File: src/rtl/wb_scoreboard_pkg.sv
// wb_scoreboard shared types: FSM states and failure codes.
// Optional timeout feature: WB_SCOREBOARD_TIMEOUT_EN.
package wb_scoreboard_pkg;

  typedef enum logic [1:0] {
    IDLE,
    RUN,
    CHECK,
    DONE
  } state_t;

  localparam logic [1:0] FAIL_NONE     = 2'd0;
  localparam logic [1:0] FAIL_MISMATCH = 2'd1;
  localparam logic [1:0] FAIL_TIMEOUT  = 2'd2;

endpackage

File: src/rtl/wb_shadow_regfile.sv
// Shadow register file: one write, one read, x0 stays zero.
// Synchronous clear wipes every entry at the start of a run.
module wb_shadow_regfile #(
  parameter int XLEN  = 16,
  parameter int NREGS = 8
) (
  input  logic                     clk,
  input  logic                     reset,
  input  logic                     clr,
  input  logic                     we,
  input  logic [$clog2(NREGS)-1:0] waddr,
  input  logic [XLEN-1:0]          wdata,
  input  logic [$clog2(NREGS)-1:0] raddr,
  output logic [XLEN-1:0]          rdata
);

  logic [XLEN-1:0] mem [NREGS];

  // storage: async reset, sync clear, x0 writes dropped
  always_ff @(posedge clk or negedge reset) begin
    if (!reset) begin
      for (int i = 0; i < NREGS; i++) mem[i] <= '0;
    end else if (clr) begin
      for (int i = 0; i < NREGS; i++) mem[i] <= '0;
    end else if (we && waddr != '0) begin
      mem[waddr] <= wdata;
    end
  end

  assign rdata = mem[raddr];

endmodule

File: src/rtl/wb_scoreboard.sv
// Writeback scoreboard: mirrors register writes, then checks a table.
// Optional RUN timeout enabled by WB_SCOREBOARD_TIMEOUT_EN.
module wb_scoreboard
  import wb_scoreboard_pkg::*;
#(
  parameter int XLEN        = 16,
  parameter int NREGS       = 8,
  parameter int MAX_COMMITS = 255,
  parameter int TIMEOUT     = 1024
) (
  input  logic                             clk,
  input  logic                             reset,
  input  logic                             RegWriteEnW,
  input  logic [$clog2(NREGS)-1:0]         RdW,
  input  logic [XLEN-1:0]                  ResultW,
  input  logic                             start,
  input  logic [$clog2(MAX_COMMITS+1)-1:0] target,
  input  logic                             exp_we,
  input  logic [$clog2(NREGS)-1:0]         exp_idx,
  input  logic [XLEN-1:0]                  exp_val,
  input  logic                             exp_chk,
  output logic                             busy,
  output logic                             done,
  output logic                             pass,
  output logic [1:0]                       fail_code,
  output logic [$clog2(NREGS)-1:0]         fail_idx,
  output logic [XLEN-1:0]                  fail_got,
  output logic [XLEN-1:0]                  fail_exp,
  output logic [$clog2(MAX_COMMITS+1)-1:0] commit_count
);

  localparam int IW = $clog2(NREGS);
  localparam int CW = $clog2(MAX_COMMITS+1);

  state_t          state_q, state_d;
  logic [CW-1:0]   cnt_q, cnt_d, cnt_inc;
  logic [CW-1:0]   tgt_q, tgt_d;
  logic [IW-1:0]   idx_q, idx_d;
  logic            pass_q, pass_d;
  logic [1:0]      code_q, code_d;
  logic [IW-1:0]   fidx_q, fidx_d;
  logic [XLEN-1:0] got_q, got_d;
  logic [XLEN-1:0] fexp_q, fexp_d;
  logic [XLEN-1:0] ev [NREGS];
  logic [NREGS-1:0] ec;
  logic            clr, sh_we, tmo_hit;
  logic [XLEN-1:0] sh_rd, cmp_exp;

  wb_shadow_regfile #(
    .XLEN  (XLEN),
    .NREGS (NREGS)
  ) u_shadow (
    .clk   (clk),
    .reset (reset),
    .clr   (clr),
    .we    (sh_we),
    .waddr (RdW),
    .wdata (ResultW),
    .raddr (idx_q),
    .rdata (sh_rd)
  );

`ifdef WB_SCOREBOARD_TIMEOUT_EN
  localparam int TW = $clog2(TIMEOUT+1);
  logic [TW-1:0] tmo_q;

  // RUN cycle counter, cleared when a run is launched
  always_ff @(posedge clk or negedge reset) begin
    if (!reset) tmo_q <= '0;
    else if (clr) tmo_q <= '0;
    else if (state_q == RUN) tmo_q <= tmo_q + TW'(1);
  end

  assign tmo_hit = (tmo_q + TW'(1)) == TW'(TIMEOUT);
`else
  logic unused_tmo;
  assign unused_tmo = ^TIMEOUT;
  assign tmo_hit = 1'b0;
`endif

  assign cnt_inc = (cnt_q == CW'(MAX_COMMITS)) ? cnt_q : cnt_q + CW'(1);
  assign cmp_exp = (idx_q == '0) ? '0 : ev[idx_q];

  // next state, commit counting, compare walk and result capture
  always_comb begin
    state_d = state_q;
    cnt_d   = cnt_q;
    tgt_d   = tgt_q;
    idx_d   = idx_q;
    pass_d  = pass_q;
    code_d  = code_q;
    fidx_d  = fidx_q;
    got_d   = got_q;
    fexp_d  = fexp_q;
    clr     = 1'b0;
    sh_we   = 1'b0;
    unique case (state_q)
      IDLE, DONE: begin
        if (start) begin
          state_d = RUN;
          cnt_d   = '0;
          tgt_d   = target;
          idx_d   = '0;
          pass_d  = 1'b0;
          code_d  = FAIL_NONE;
          fidx_d  = '0;
          got_d   = '0;
          fexp_d  = '0;
          clr     = 1'b1;
        end
      end
      RUN: begin
        if (tgt_q == '0) begin
          state_d = CHECK;
        end else if (RegWriteEnW) begin
          sh_we = 1'b1;
          cnt_d = cnt_inc;
          if (cnt_inc == tgt_q) state_d = CHECK;
        end
        if (state_d == RUN && tmo_hit) begin
          state_d = DONE;
          code_d  = FAIL_TIMEOUT;
          fidx_d  = '0;
          pass_d  = 1'b0;
        end
      end
      CHECK: begin
        if (ec[idx_q] && sh_rd != cmp_exp) begin
          state_d = DONE;
          code_d  = FAIL_MISMATCH;
          fidx_d  = idx_q;
          got_d   = sh_rd;
          fexp_d  = cmp_exp;
        end else if (idx_q == IW'(NREGS-1)) begin
          state_d = DONE;
          pass_d  = 1'b1;
        end else begin
          idx_d = idx_q + IW'(1);
        end
      end
      default: state_d = IDLE;
    endcase
  end

  // FSM and result registers
  always_ff @(posedge clk or negedge reset) begin
    if (!reset) begin
      state_q <= IDLE;
      cnt_q   <= '0;
      tgt_q   <= '0;
      idx_q   <= '0;
      pass_q  <= 1'b0;
      code_q  <= FAIL_NONE;
      fidx_q  <= '0;
      got_q   <= '0;
      fexp_q  <= '0;
    end else begin
      state_q <= state_d;
      cnt_q   <= cnt_d;
      tgt_q   <= tgt_d;
      idx_q   <= idx_d;
      pass_q  <= pass_d;
      code_q  <= code_d;
      fidx_q  <= fidx_d;
      got_q   <= got_d;
      fexp_q  <= fexp_d;
    end
  end

  // expected table, writable only while no run is in flight
  always_ff @(posedge clk or negedge reset) begin
    if (!reset) begin
      ec <= '0;
      for (int i = 0; i < NREGS; i++) ev[i] <= '0;
    end else if (exp_we && (state_q == IDLE || state_q == DONE)) begin
      ev[exp_idx] <= exp_val;
      ec[exp_idx] <= exp_chk;
    end
  end

  assign busy         = (state_q == RUN) || (state_q == CHECK);
  assign done         = (state_q == DONE);
  assign pass         = pass_q;
  assign fail_code    = code_q;
  assign fail_idx     = fidx_q;
  assign fail_got     = got_q;
  assign fail_exp     = fexp_q;
  assign commit_count = cnt_q;

endmodule

File: config.mk
export PLATFORM = sky130hd
export DESIGN_NAME = wb_scoreboard
export DESIGN_NICKNAME = d
export VERILOG_FILES = /design/src/rtl/wb_scoreboard_pkg.sv /design/src/rtl/wb_shadow_regfile.sv /design/src/rtl/wb_scoreboard.sv
export SDC_FILE = /design/constraint.sdc
export NUM_CORES = 1
export LEC_CHECK = 0
export BUFFER_PORTS_ARGS = -buffer_cell sky130_fd_sc_hd__buf_2
export CORE_MARGIN = 4
export CORE_UTILIZATION = 34
export CTS_BUF_LIST = sky130_fd_sc_hd__clkbuf_16
export DETAILED_ROUTE_END_ITERATION = 8
export PLACE_DENSITY = 0.46
export SLEW_MARGIN = 15
export SYNTH_ARGS = -nofsm -noshare
export SYNTH_HDL_FRONTEND = slang
export SYNTH_SLANG_ARGS = --single-unit
File: constraint.sdc
create_clock -name clk -period 3.9 [get_ports clk]
set_input_delay 0.195 -clock clk [delete_from_list [all_inputs] [get_ports clk]]
set_output_delay 0.195 -clock clk [all_outputs]
set_load 0.03 [all_outputs]
# Word-level counts from Yosys, hierarchy flattened
# Index checks and enable logic that the tools add are counted.
# totals
register_bits	323
input_bits	52
# classes
n_addsub	2
magnitude_cmp	8
eq_ne	17
n_mux	55
bitwise	4
n_reduce_logical	23
# ops
cell	count
$bwmux W128	2
$mux W128	2
$mux W16	10
$bmux W16 S3	2
$demux W16 S3	2
$pmux W16 S2	2
$mux W8	4
$mux W2	8
$ne A16 B16 Y1	1
$pmux W8 S2	1
$reduce_and A4 Y1	4
$ne A2 B2 Y1 const B	7
$ge A4 B4 Y1 const B	3
$mux W3	4
$not A3 Y4	3
$pmux W3 S2	2
$mux W1	10
$ne A3 B3 Y1 const B	3
$add A8 B1 Y8 const B	1
$bwmux W8	1
$eq A8 B8 Y1	1
$eq A8 B8 Y1 const B	1
$logic_not A8 Y1	1
$lt A3 B4 Y1 const B	2
21 further kinds	32

# Logic depth before layout (Yosys ltp)
# depth
word_depth	9
ltp_mapped	18

# Modules after synthesis
# Synthesis repeated with hierarchy kept, for this count alone.
# hier_totals
cells_unflattened	1387
hier_area_um2	15741.3
# by_module_without_submodules
module	n_inst	cells_per_inst	area_each_um2	seq_area_each_um2
wb_scoreboard	1	794	9634.2	4854.7
wb_shadow_regfile	1	593	6107.1	3203.1

# Worst setup path after synthesis
# Ideal clock, no wire load.
# synth_timing
path_kind	register -> register
startpoint	register idx_q[1]
endpoint	register idx_q[0]
setup_ps	124
arrival_time_ps	3162
slack_ps	614
stages_incl_launch_ff	18
period_less_slack_ps	3286
path_cell_list	dfrtp_1 buf_6 buf_8 buf_6 buf_4 inv_1 ha_1 or3b_1 clkbuf_1 buf_2 o22ai_1 or3_1 nand4_1 nor4_1 a31oi_1 buf_2 o21a_1 a211o_1
# synth_via
elab_chain_len	9
word_cells_on_any_way	17
# synth_lines
item	line	source
start: declaration	wb_scoreboard.sv:38	logic [IW-1:0] idx_q, idx_d;
start signal: assignment	wb_scoreboard.sv:161	idx_q <= idx_d;
$not A3 Y4 (implied by the code)	wb_shadow_regfile.sv:30, wb_scoreboard.sv:82	
$bmux W16 S3	wb_scoreboard.sv:82	assign cmp_exp = (idx_q == '0) ? '0 : ev[idx_q];
$mux W16 (implied by the code) (2 in series)	wb_scoreboard.sv:82	
$mux W16	wb_scoreboard.sv:82	
$ne A16 B16 Y1	wb_scoreboard.sv:128	if (ec[idx_q] && sh_rd != cmp_exp) begin
$logic_and A1 B1 Y1	wb_scoreboard.sv:128	
$ne A2 B2 Y1 (no source line)	-	
$reduce_and A4 Y1 (no source line) (*)	-	
# Every way passes the cells marked *; elsewhere a longest branch is shown, timed or not. The select of a mux whose other input is x is not followed.
# A chain may end at the register's enable or synchronous reset.

# Final worst setup path
# layout_timing
startpoint	register idx_q[1]
endpoint	register idx_q[1]
# layout_via
elab_chain_len	9
word_cells_on_any_way	21
# layout_lines
item	line
$not A3 Y4 (implied by the code)	wb_shadow_regfile.sv:30, wb_scoreboard.sv:82
$bmux W16 S3	wb_scoreboard.sv:82
$mux W16 (implied by the code) (2 in series)	wb_scoreboard.sv:82
$mux W16	wb_scoreboard.sv:82
$ne A16 B16 Y1	wb_scoreboard.sv:128
$logic_and A1 B1 Y1	wb_scoreboard.sv:128
$ne A2 B2 Y1 (no source line)	-
$reduce_and A4 Y1 (no source line)	-
# Several ways; a longest one is shown, not always the timed one. The select of a mux whose other input is x is not followed.

==> metrics.yaml <==
holdBufCountCts: 39
cp.required_ps: 4370
period_share_pct: 93.9
cp.arrival_ps: 4130
overflow: 0
ant_nets: 0
cts_made_buffers: 39
dp_hpwl_um: 27800
die_area_mm2: 0.0485
die_h_um: 220
syn_inst: 1294
drt-total-wl_um: 44400
clk_path_buf_depth: 3
final_common_cell: "dfrtp_1"
ios: 100
synthesis.nets: 1354
clock_latency_ps: 550
worst_slew_pin_slew_ps: 1080
yosysWarnings: 0
drc: 0
outcome: "completed"
antennaDiodeCount: 0
yosysTopAreaCell: "dfrtp_1"
nNetsFinal: 1492
cts.sinks: 322
worst-setup-path-type: "register to register"
first_pass_iters: 5
route.vias.total: 10500
viasPerCell: 5.11
power_density_mw_per_mm2: 681
avgSynthCellArea_um2: 11.8
drive_gt1_share_pct: 25.0
drtIter0Drc: 647
grt_max_degree: 118
crit_fanout: 21
fmax_mhz: 273
peakVddDrop_uv: 304
hold_viol: 0
netlist_area_mm2: 0.0153
setup_viol: 0
maxSlewViolCount: 0
end_kind: "register"
grt_pass1_wl_um: 68600
antenna_found_initial: 1
synth_top_cells_by_area: "dfrtp_1 53%, mux2i_1 12%, mux2_2 10%, nand2_1 4.3%, nor2_1 2.6%"
cts_tree: "done"
first_global_vias: 10800
clk_pin_slew_ps: 60
synth-seq-cells: 322
fp-row-count: 77
seq_area_frac_synth_pct: 52.6
track_usage_pct: 18.6
start_util_pct: 34.5
hp-class: "input pin to register"
core_mm2: 0.0444
netlist.area_leader.share_pct: 52.6
slew-limit-headroom_pct: 28.0
htree_levels: 2
io_buffer_count: 98
tns_ps: 0
place.gp.congestion: 0.764
rsz0062_at_grt: "false"
routedWlPerCell_um: 21.7
p_leak_nw: 7.78
mostFrequentLayoutCells: "321 x dfrtp_1, 187 x mux2i_1, 176 x nand2_1"
clock_skew_ps: 19.8
pre_cts_ws_ps: 260
die_x_um: 220
root_buffer: "clkbuf_16"
worstSetupStartpointType: "register"
ys_types: 50
setup_slack_ps: 238
fin_crit_ps: 3660
nFillCells: 4283
drv_cap: 0
postCtsSetupRepairBufs: 0
syn_to_final_growth_pct: 17.5
cts-resized-gates: 0
[synthesized netlist by cell type, drive strengths merged]
cell,count
nand2,176
nand3,6
a211o,1
a21o,1
mux2i,187
nor4,7
o21a,1
nand4,16
a221oi,8
o21bai,1
nor2,107
a31oi,4
o211ai,4
or3b,1
mux4,26
clkbuf,54
and3,2
inv,9
or4,1
mux2,136
nor3,8
conb,1
or3,11
buf,29
nor2b,2
o22ai,33
and2,20
a311oi,3
a2111o,1
xnor2,13
dfrtp,322
ha,8
xor2,4
a21boi,1
nand3b,3
nand2b,9
a21oi,53
or2,1
o21ai,24
[area by class of cell]
| type | count | area [um2] | share of cell area, % |
|---|---|---|---|
| clock inverters | 28 | 118 | 0.653 |
| multi-input cells | 880 | 6790 | 37.7 |
| clock buffers | 39 | 976 | 5.42 |
| repair buffers | 180 | 1290 | 7.16 |
| inverters | 9 | 33.8 | 0.188 |
| well taps | 592 | 741 | 4.11 |
| flip-flops and latches | 322 | 8060 | 44.8 |
[final timing paths]
kind                                                from                            end  slack [ps]  depth (start not counted)
max                                 idx_q[1]$_DFFE_PN0P_           idx_q[1]$_DFFE_PN0P_         240                         10
min                                           exp_val[8]              ev[8]$_DFFE_PN0P_          30                          2
max reg2reg                         idx_q[1]$_DFFE_PN0P_           idx_q[1]$_DFFE_PN0P_         240                         10
min reg2reg                u_shadow.mem[120]$_DFFE_PN0P_  u_shadow.mem[120]$_DFFE_PN0P_         470                          1
max in group asynchronous                          reset            ev[120]$_DFFE_PN0P_        2580                          3
min in group asynchronous                          reset   u_shadow.mem[86]$_DFFE_PN0P_         370                          2
[report_power, final]
part	internal (mW)	leakage, nW	total (mW)	switching [mW]
logic	1.76	2.98	4.13	2.37
clock network	1.80	0.579	3.22	1.41
registers	4.32	4.22	4.91	0.587
[cells by family after synthesis]
kind of cell,after synthesis,synth area share [%]
XOR/XNOR,17,0.972
buffers and inverters,92,3.54
flip-flops,322,52.6
AO/OA/AOI/OAI,135,5.38
multiplexers,349,26.3
adder cells (fa/ha/maj),8,0.653
AND/OR/NAND/NOR,370,10.5
other,1,0.0245
[per-layer routing]
metal	part of all wire, %	track usage, %
met2	45	29.1
met4	1.5	3.73
met5	0.029	0
met3	4.7	3.50
met1	48	27.2
[sequential cells by signal, summed over array words and instances (netlist names)]
| signal | flops |
|---|---|
| fail_got | 16 |
| fail_code | 1 |
| state_q | 2 |
| tgt_q | 8 |
| commit_count | 8 |
| idx_q | 3 |
| ev | 128 |
| fail_idx | 3 |
| fail_exp | 16 |
| u_shadow.mem | 128 |
| ec | 8 |
| pass | 1 |
[stage by stage]
step | cell area [um2] | utilization [%] | power [mW] | std cells | hold WS (ps)
6_report | 18000 | 40.5 | 12.3 | 2050 | 33.6
5_1_grt | 18000 | 40.5 | 13.0 | 2050 | 10.1
4_1_cts | 18000 | 40.5 | 12.4 | 2050 | 0.734
3_5_place_dp | 16500 | 37.2 | 9.11 | 1944 | 392
3_3_place_gp | 16500 | 37.2 | 9.05 | 1944 | 385
2_1_floorplan | 15300 | - | 7.91 | 1294 | -101
[worst max-delay path, stage by stage, from the launching register on]
cell	delay [ps]
dfrtp_4	640
buf_4	420
mux4_1	590
mux2i_1	270
or3_1	200
nand4_1	90
nor4_1	360
a31oi_2	150
buf_4	240
nor3_1	340
mux2i_1	240
Power figures use the tool's default switching activity.
